$ cat src/rtl/ps2_scancode_rx.sv
// PS/2 keyboard receiver: deglitched clock, 11-bit frame check, E0/F0 prefix folding, FWFT code FIFO.
// A code is written one cycle after the stop-bit edge; when code_ready is low the FIFO fills and excess codes are dropped.

module fifo #(
  parameter int W     = 8,
  parameter int DEPTH = 8
) (
  input  logic                       clk,
  input  logic                       rst_n,
  input  logic                       in_vld,
  input  logic [W-1:0]               in_dat,
  output logic                       out_vld,
  output logic [W-1:0]               out_dat,
  input  logic                       out_rdy,
  output logic [$clog2(DEPTH+1)-1:0] count,
  output logic                       drop
);
  localparam int AW = $clog2(DEPTH);
  localparam int CW = $clog2(DEPTH + 1);

  logic [W-1:0]  mem_q [DEPTH];
  logic [W-1:0]  mem_d [DEPTH];
  logic [AW-1:0] wr_ptr_q, wr_ptr_d, rd_ptr_q, rd_ptr_d;
  logic [CW-1:0] cnt_q, cnt_d;
  logic          full, empty, push, pop;

  assign empty   = (cnt_q == '0);
  assign full    = (cnt_q == CW'(DEPTH));
  assign pop     = !empty && out_rdy;
  // A full FIFO still accepts a write when the head leaves in the same cycle.
  assign push    = in_vld && (!full || pop);
  assign drop    = in_vld && full && !pop;
  assign out_vld = !empty;
  assign out_dat = empty ? '0 : mem_q[rd_ptr_q];
  assign count   = cnt_q;

  always_comb begin
    mem_d    = mem_q;
    wr_ptr_d = wr_ptr_q;
    rd_ptr_d = rd_ptr_q;
    cnt_d    = cnt_q;
    if (push) begin
      mem_d[wr_ptr_q] = in_dat;
      wr_ptr_d        = wr_ptr_q + 1'b1;
    end
    if (pop) begin
      rd_ptr_d = rd_ptr_q + 1'b1;
    end
    case ({push, pop})
      2'b10:   cnt_d = cnt_q + 1'b1;
      2'b01:   cnt_d = cnt_q - 1'b1;
      default: cnt_d = cnt_q;
    endcase
  end

  always_ff @(posedge clk or negedge rst_n) begin
    if (!rst_n) begin
      for (int i = 0; i < DEPTH; i++) mem_q[i] <= '0;
      wr_ptr_q <= '0;
      rd_ptr_q <= '0;
      cnt_q    <= '0;
    end else begin
      mem_q    <= mem_d;
      wr_ptr_q <= wr_ptr_d;
      rd_ptr_q <= rd_ptr_d;
      cnt_q    <= cnt_d;
    end
  end
endmodule

module ps2_scancode_rx #(
  parameter int FILTER_LEN     = 8,
  parameter int TIMEOUT_CYCLES = 5000,
  parameter int FIFO_DEPTH     = 8
) (
  input  logic                            clock,
  input  logic                            reset_neg,
  input  logic                            PS2_clock,
  input  logic                            PS2_data,
  output logic [7:0]                      code_data,
  output logic                            code_extended,
  output logic                            code_break,
  output logic                            code_valid,
  input  logic                            code_ready,
  output logic [$clog2(FIFO_DEPTH+1)-1:0] fifo_count,
  output logic                            busy,
  output logic                            parity_error,
  output logic                            framing_error,
  output logic                            timeout_error,
  output logic                            overflow_drop
);
  localparam int TW = $clog2(TIMEOUT_CYCLES + 1);

  typedef enum logic [1:0] {IDLE, RX, CHECK} state_t;

  typedef struct packed {
    logic       ext;
    logic       brk;
    logic [7:0] code;
  } code_t;

  logic [FILTER_LEN-1:0] filt_q, filt_d;
  logic                  fclk_q, fclk_d;
  logic                  fall;
  state_t                state_q, state_d;
  logic [3:0]            bit_cnt_q, bit_cnt_d;
  logic [9:0]            shift_q, shift_d;
  logic [TW-1:0]         to_cnt_q, to_cnt_d;
  logic                  ext_q, ext_d, brk_q, brk_d;
  logic                  frm_err, par_err, to_err, byte_vld, push;
  code_t                 push_dat, head;

  // Filtered clock only moves once the whole window agrees.
  always_comb begin
    filt_d = {PS2_clock, filt_q[FILTER_LEN-1:1]};
    fclk_d = fclk_q;
    if (&filt_q)       fclk_d = 1'b1;
    else if (~|filt_q) fclk_d = 1'b0;
  end

  assign fall = fclk_q && ~|filt_q;

  always_comb begin
    state_d   = state_q;
    bit_cnt_d = bit_cnt_q;
    shift_d   = shift_q;
    to_cnt_d  = to_cnt_q;
    frm_err   = 1'b0;
    par_err   = 1'b0;
    to_err    = 1'b0;
    byte_vld  = 1'b0;
    case (state_q)
      IDLE: begin
        to_cnt_d = '0;
        if (fall) begin
          if (!PS2_data) begin
            state_d   = RX;
            bit_cnt_d = '0;
          end else begin
            frm_err = 1'b1;
          end
        end
      end
      RX: begin
        if (fall) begin
          shift_d   = {PS2_data, shift_q[9:1]};
          bit_cnt_d = bit_cnt_q + 4'd1;
          to_cnt_d  = '0;
          if (bit_cnt_q == 4'd9) state_d = CHECK;
        end else if (to_cnt_q == TW'(TIMEOUT_CYCLES)) begin
          to_err  = 1'b1;
          state_d = IDLE;
        end else begin
          to_cnt_d = to_cnt_q + 1'b1;
        end
      end
      CHECK: begin
        // shift_q holds {stop, parity, data[7:0]}; a bad stop outranks bad parity.
        state_d = IDLE;
        if (!shift_q[9])          frm_err  = 1'b1;
        else if (!(^shift_q[8:0])) par_err  = 1'b1;
        else                       byte_vld = 1'b1;
      end
      default: state_d = IDLE;
    endcase
  end

  always_comb begin
    ext_d    = ext_q;
    brk_d    = brk_q;
    push     = 1'b0;
    push_dat = '{ext: ext_q, brk: brk_q, code: shift_q[7:0]};
    if (frm_err || par_err || to_err) begin
      ext_d = 1'b0;
      brk_d = 1'b0;
    end else if (byte_vld) begin
      if (shift_q[7:0] == 8'hE0) begin
        ext_d = 1'b1;
      end else if (shift_q[7:0] == 8'hF0) begin
        brk_d = 1'b1;
      end else begin
        push  = 1'b1;
        ext_d = 1'b0;
        brk_d = 1'b0;
      end
    end
  end

  always_ff @(posedge clock or negedge reset_neg) begin
    if (!reset_neg) begin
      filt_q    <= '1;
      fclk_q    <= 1'b1;
      state_q   <= IDLE;
      bit_cnt_q <= '0;
      shift_q   <= '0;
      to_cnt_q  <= '0;
      ext_q     <= 1'b0;
      brk_q     <= 1'b0;
    end else begin
      filt_q    <= filt_d;
      fclk_q    <= fclk_d;
      state_q   <= state_d;
      bit_cnt_q <= bit_cnt_d;
      shift_q   <= shift_d;
      to_cnt_q  <= to_cnt_d;
      ext_q     <= ext_d;
      brk_q     <= brk_d;
    end
  end

  fifo #(
    .W     (10),
    .DEPTH (FIFO_DEPTH)
  ) u_fifo (
    .clk     (clock),
    .rst_n   (reset_neg),
    .in_vld  (push),
    .in_dat  (push_dat),
    .out_vld (code_valid),
    .out_dat (head),
    .out_rdy (code_ready),
    .count   (fifo_count),
    .drop    (overflow_drop)
  );

  assign code_data     = head.code;
  assign code_extended = head.ext;
  assign code_break    = head.brk;
  assign busy          = (state_q != IDLE);
  assign parity_error  = par_err;
  assign framing_error = frm_err;
  assign timeout_error = to_err;
endmodule

$ cat config.mk
export PLATFORM = sky130hd
export DESIGN_NAME = ps2_scancode_rx
export DESIGN_NICKNAME = d
export VERILOG_FILES = /design/src/rtl/ps2_scancode_rx.sv
export SDC_FILE = /design/constraint.sdc
export NUM_CORES = 1
export LEC_CHECK = 0
export ABC_AREA = 0
export CORE_MARGIN = 2
export CORE_UTILIZATION = 30
export DETAILED_ROUTE_END_ITERATION = 12
export GPL_TIMING_DRIVEN = 0
export PLACE_DENSITY = 0.52
export RECOVER_POWER = 50
export SLEW_MARGIN = 20
export SYNTH_ARGS = -nofsm -noshare
export SYNTH_HDL_FRONTEND = slang
export SYNTH_SLANG_ARGS = --single-unit
$ cat constraint.sdc
create_clock -name clock -period 8.3 [get_ports clock]
set_input_delay 2.49 -clock clock [delete_from_list [all_inputs] [get_ports clock]]
set_output_delay 2.49 -clock clock [all_outputs]
set_load 0.01 [all_outputs]
==> results of run 1 <==
[synth_stat cells, drive strengths merged, types with 2 or more instances]
cell     number  share of area, %
xor2          9               1.2
and3b         3              0.41
a21o          4              0.46
a211oi        6              0.70
nand4        13               1.7
mux4         20               7.0
nor4          5              0.48
inv          14              0.81
xnor2         7               1.4
dfrtp       121                47
nand3         8              0.62
mux2i        10               1.5
dfstp         9               3.7
o2111ai       3               1.0
or3           3              0.29
a2111oi       5              0.68
nand2        17              0.99
o21ai        13               1.0
or4           3              0.35
o211ai        3              0.35
o41ai         2              0.27
a22o          3              0.41
ha           14               2.7
nor2b        12               1.2
and2          2              0.19
and3          5              0.48
mux2         90                16
clkbuf       15              0.89
nor2         21               1.2
a21oi         5              0.39
o31ai         2              0.31
a31oi         2              0.19
nor3          8              0.62
and4          3              0.44
buf          11               1.0
[cells by family (layout without fill, tap and decap cells)]
| logic type | Yosys count | count (layout) | synth area share (%) |
|---|---|---|---|
| DFF | 130 | 130 | 50.4 |
| muxes | 120 | 120 | 24.7 |
| and+or+nand+nor | 111 | 111 | 10.1 |
| AOI/OAI and AO/OA | 52 | 52 | 6.38 |
| buffers and inverters | 40 | 96 | 2.74 |
| xor gates and xnor gates | 17 | 17 | 2.94 |
| adders and majority gates | 14 | 14 | 2.71 |
[power breakdown]
group	internal [uW]	leakage (uW)	switching (uW)
Sequential	669	0.00172	41.1
Combinational	122	0.00141	154
Clock	495	0.000289	272
[metal layers]
layer	vias up	wire, um	part of all wire (%)
met4	0	289	2.1
met1	2091	6720	48
met5	-	0	0
li1	1890	-	-
met2	70	6390	46
met3	15	493	3.5
[registers in the layout (all words and copies together) (netlist names)]
signal / flops
u_fifo.rd_ptr_q: 3
u_fifo.mem_q: 80
ext_q: 1
u_fifo.wr_ptr_q: 3
state_q: 2
u_fifo.count: 4
to_cnt_q: 13
fclk_q: 1
shift_q: 10
filt_q: 8
bit_cnt_q: 4
brk_q: 1
[layout make-up]
type / count / area [um^2] / area share [%]
multi-input combinational: 314 / 3030 / 39.5
buffer: 26 / 125 / 1.63
sequential: 130 / 3260 / 42.6
clock inverter: 8 / 128 / 1.67
timing repair buffer: 25 / 239 / 3.12
inverter: 14 / 52.6 / 0.686
clock buffer: 23 / 478 / 6.24
tap: 275 / 344 / 4.49
[cells in the final DEF, fill, tap and decap left out, types with 4 or more instances in the layout]
cell             instances
a2111oi_0                5
a211oi_1                 6
a21o_1                   4
a21oi_1                  5
and3_1                   5
buf_1                    5
clkbuf_1                18
clkbuf_16               17
clkdlybuf4s50_1         22
dfrtp_1                121
dfstp_1                  7
ha_1                    14
inv_1                   14
mux2_2                  80
mux2_4                  10
mux2i_1                 10
mux4_2                  20
nand2_1                 17
nand3_1                  8
nand4_1                  8
nand4_2                  5
nor2_1                  21
nor2b_1                 12
nor3_1                   8
nor4_1                   5
o21ai_0                 12
xnor2_1                  5
xor2_1                   9
[worst max-delay path, cell delays in order]
cell and delay (ns):
clkdlybuf4s50_1 0.42, nor2b_1 0.30, nand2_1 0.28, nor2_1 0.26
clkdlybuf4s50_1 0.58
[through the flow]
stage	setup WS, ns	area (um^2)
floorplan	2.64	6470
global placement	-0.270	7060
detailed placement	1.49	7090
CTS	1.47	7700
global route	1.34	7660
finish	1.49	7660
[path summary, 6_finish.rpt]
| check | from | end | slack [ns] |
|---|---|---|---|
| setup reg to reg | shift_q[4] | u_fifo.count[2] | 4.80 |
| hold reg to reg | filt_q[1] | filt_q[0] | 0.40 |
| max in group asynchronous | reset_neg | u_fifo.mem_q[37] | 2.26 |
| setup / recovery | code_ready | overflow_drop | 1.49 |
| min in group asynchronous | reset_neg | u_fifo.mem_q[10] | 2.94 |
| hold / removal | filt_q[1] | filt_q[0] | 0.40 |
==> flow_metrics.tcl, run 1 <==
set metrics [dict create \
    status "complete, but fails checks" \
    violations "capacitance limit, slew limit" \
    synthesis.nets 503 \
    port_buffers 24 \
    routed-via-count 4066 \
    clock_latency_ns 0.41 \
    synth-warning-count 0 \
    cp_max_fo 6 \
    nets 547 \
    numCtsBuffers 17 \
    syn_area_um2 6470 \
    cts_tree "yes" \
    ant_nets 0 \
    synth.distinct_cells 59 \
    use_met3_pct 3.64 \
    clk_pin_slew_ns 0.05 \
    wl_per_cell_um 17.1 \
    post_cts_buffers 0 \
    fmax_ghz 0.147 \
    fin_crit_sh_pct 82.1 \
    maxCapViolCount 2 \
    drt_iter0_markers 161 \
    post-route-util_pct 36.3 \
    grt_pass1_wl_um 23100 \
    critPathLaunchType "primary input" \
    drive_above_1_share_pct 30.0 \
    fin_crit_ns 6.81 \
    dpl.cell_count 784 \
    routed_wirelength_um 13900 \
    worstHoldPathCells 0 \
    arrival_ns 4.32 \
    dr.pass1.iters 5 \
    io_pins 25 \
    yosysSeqAreaShare_pct 50.4 \
    worst_pin_slew_ns 2.74 \
    h-tree-depth 4 \
    track_usage_pct 13.4 \
    grtUsageMet2_pct 20.6 \
    netlist_instances 484 \
    dieArea_um2 22800 \
    drc_errors 0 \
    synth-edff-count 0 \
    async_reset_ff_share_pct 100 \
    antenna_found_initial 0 \
    min_path_type "flop to flop" \
    slew_violations 133 \
    reg2reg_depth 14 \
    rsz0062_at_grt "false" \
    gp_routability_congestion 0.817 \
    hold_viol 0 \
    fin_setup_tns_ns 0 \
    fill_cells 2050 \
    irDropWorstVdd_mv 0.124 \
    cts_resized 0 \
    viasPerCell 4.99 \
    worstSetupPathType "primary input to output pin" \
    avgSynthCellArea_um2 13.4 \
    overflow 0 \
    start_util_pct 30.7 \
    grt.met1_usage_pct 18.2 \
    ctsHoldBuffers 0 \
    dpl.hpwl_um 9330 \
    finalSetupViolations 0 \
    powerDensity_nw_per_um2 229 \
    busiest_layer "met2" \
    required_ns 5.81 \
    endpoint_kind "output pin" \
    slew_headroom_pct -82.7 \
    grt_max_degree 82 \
    numClockSinks 130 \
    yosys_most_used_dff "dfrtp_1" \
    fin_skew_ns 0.00873 \
    instances_no_fill 815 \
    cts_buffer_depth 2 \
    die_h_um 151 \
    die_width_um 151 \
    power.leakage_uw 0.00342 \
    root_buffer "clkbuf_16" \
    fin_hold_ws_ns 0.399 \
    grt_pass1_vias 4258 \
    p_total_uw 1750 \
    coreArea_um2 21100 \
    diodes 0 \
    ys_seq_elements 130 \
    syn_to_final_growth_pct 18.3 \
    rows 53 \
]
Note: power is estimated with default switching activity, not from simulation.
==> run 2: changes to the inputs <==
--- a/config.mk
+++ b/config.mk
@@ -10,7 +10,7 @@
 export CORE_UTILIZATION = 30
 export DETAILED_ROUTE_END_ITERATION = 12
 export GPL_TIMING_DRIVEN = 0
-export PLACE_DENSITY = 0.52
+export PLACE_DENSITY = 0.54
 export RECOVER_POWER = 50
 export SLEW_MARGIN = 20
 export SYNTH_ARGS = -nofsm -noshare
==> constraint.sdc (replaced) <==
create_clock -name clock -period 5.73 [get_ports clock]
set_input_delay 1.719 -clock clock [delete_from_list [all_inputs] [get_ports clock]]
set_output_delay 1.719 -clock clock [all_outputs]
set_load 0.01 [all_outputs]
==> run 2 against run 1 <==
Effect of this change: the run still ends with capacitance limit, slew limit left; clock power increased by 38%; utilization is essentially flat; global-route usage fell by 0.061 points; first-iteration DRC count is 34% lower; hold slack worse by 0.0040 ns; routed wire length fell by 0.12%; clock skew decreased by 0.0013 ns; sequential share of layout area about the same; critical path type unchanged; highest routed layer unchanged.
==> flow_metrics.tcl, run 2 (synthesized netlist as in run 1, its figures left out) <==
set metrics [dict create \
    reg_top3 "u_fifo.mem_q: 80 flops, to_cnt_q: 13 flops, shift_q: 10 flops" \
    post_cts_buffers 0 \
    internal_power_uw 1790 \
    holdPathEnd "filt_q[0]" \
    start_util_pct 30.7 \
    port_buffers 24 \
    fmax_ghz 0.193 \
    overflow 0 \
    pre_cts_slack_ns 0.520 \
    fin_hold_ws_ns 0.395 \
    layout_common_cells "dfrtp_1, mux2_2, clkdlybuf4s50_1, nor2_1, mux4_2" \
    dieArea_um2 22800 \
    drc_errors 0 \
    max_flop_register "u_fifo.mem_q" \
    dr.pass1.iters 4 \
    timing.rr.end "u_fifo.count[2]" \
    powerDensity_nw_per_um2 324 \
    grt_max_degree 85 \
    power.leakage_uw 0.00341 \
    grt_pass1_vias 4276 \
    clk_pin_slew_ns 0.06 \
    viasPerCell 4.95 \
    finalSetupViolations 0 \
    violations "capacitance limit, slew limit" \
    gp_routability_congestion 0.795 \
    largest_reg_flops 80 \
    fill_cells 2054 \
    syn_to_final_growth_pct 18.3 \
    required_ns 4.01 \
    status "complete, but fails checks" \
    die_h_um 151 \
    worstHoldPathCells 0 \
    routed_wirelength_um 13900 \
    comb_power_share_pct 15.9 \
    fin_crit_ns 5.19 \
    min_path_type "flop to flop" \
    drive_above_1_share_pct 30.7 \
    min_from "filt_q[1]" \
    rr_startpoint "shift_q[4]" \
    routed-via-count 4039 \
    critPathLaunchType "primary input" \
    worst_pin_slew_ns 2.63 \
    coreArea_um2 21100 \
    die_width_um 151 \
    worstSetupPathType "primary input to output pin" \
    layout_commonest_cell "dfrtp_1" \
    numClockSinks 130 \
    arrival_ns 3.47 \
    drt_iter0_markers 107 \
    grt_pass1_wl_um 23200 \
    nets 547 \
    h-tree-depth 4 \
    root_buffer "clkbuf_16" \
    p_seq_share_pct 41.4 \
    reg2reg_depth 14 \
    p_total_uw 2490 \
    fin_skew_ns 0.00741 \
    diodes 0 \
    irDropWorstVdd_mv 0.185 \
    fin_crit_sh_pct 90.6 \
    setup_ws_ns 0.539 \
    dpl.hpwl_um 9410 \
    clock_latency_ns 0.41 \
    p_switching_uw 695 \
    cts_resized 0 \
    hold_viol 0 \
    endpoint_kind "output pin" \
    wl_per_cell_um 17.0 \
    track_usage_pct 13.3 \
    slew_headroom_pct -75.6 \
    slew_violations 47 \
    antenna_found_initial 0 \
    cts_tree "yes" \
    maxCapViolCount 1 \
    io_pins 25 \
    numCtsBuffers 17 \
    ctsHoldBuffers 0 \
    p_clk_share_pct 42.7 \
    rows 53 \
    ant_nets 0 \
    cts_buffer_depth 2 \
    cp_max_fo 6 \
    p_sw_share_pct 28.0 \
    rsz0062_at_grt "false" \
    r2r_setup_slack_ns 2.26 \
]
run 2: changes by cell type in the layout (fill, tap and decap cells not counted), sizes merged:
cell      before  now
buf           11   12
bufinv         3    2
clkbuf        40   33
clkinv         3    6
clkinvlp       2    5
inv           14   16
run 2: how the worst max path moves through the flow:
stage	cells after the start	slack (ns)	start	end
6_report	5	0.54	code_ready	overflow_drop
5_1_grt	5	0.41	code_ready	overflow_drop
4_1_cts	5	0.51	code_ready	overflow_drop
3_5_place_dp	5	0.52	code_ready	overflow_drop
3_3_place_gp	1	-2.05	reset_neg	to_cnt_q[2]
2_1_floorplan	3	1.61	code_ready	overflow_drop
run 2: cell type report:
class	instances	area, um^2	share of cell area, %
Inverter	14	52.6	0.686
Clock inverter	15	160	2.09
Sequential cell	130	3260	42.6
Tap cell	275	344	4.49
Timing Repair Buffer	25	262	3.41
Multi-Input combinational cell	314	3030	39.5
Buffer	26	125	1.63
Clock buffer	17	425	5.55
run 2: power groups by stage:
stage	Combinational (uW)	Sequential [uW]	Clock (uW)
floorplan	265	1040	0
global placement	400	1040	0
detailed placement	408	1050	0
CTS	408	1030	1090
global route	432	1040	1130
finish	394	1030	1060
run 2: per-layer routing:
layer | share of wire (%) | GRT usage, % | up-vias
met5 | 0 | 0 | -
met4 | 0.37 | 2.71 | 0
met3 | 2.5 | 3.61 | 6
met2 | 53 | 23.8 | 44
met1 | 44 | 16.2 | 2101
li1 | - | - | 1888
run 2: metrics by stage:
stage | util, % | area (um^2) | TNS, ns | std cells
2_1_floorplan | - | 6470 | 0 | 484
3_3_place_gp | 33.5 | 7060 | -250.49 | 783
3_5_place_dp | 33.6 | 7090 | 0 | 784
4_1_cts | 36.4 | 7680 | 0 | 816
5_1_grt | 36.3 | 7660 | 0 | 816
6_report | 36.3 | 7660 | 0 | 816
run 2: critical path: stages:
cell and delay, ns:
clkdlybuf4s50_1 0.43, nor2b_1 0.29, nand2_1 0.27, nor2_1 0.21
clkdlybuf4s50_1 0.55
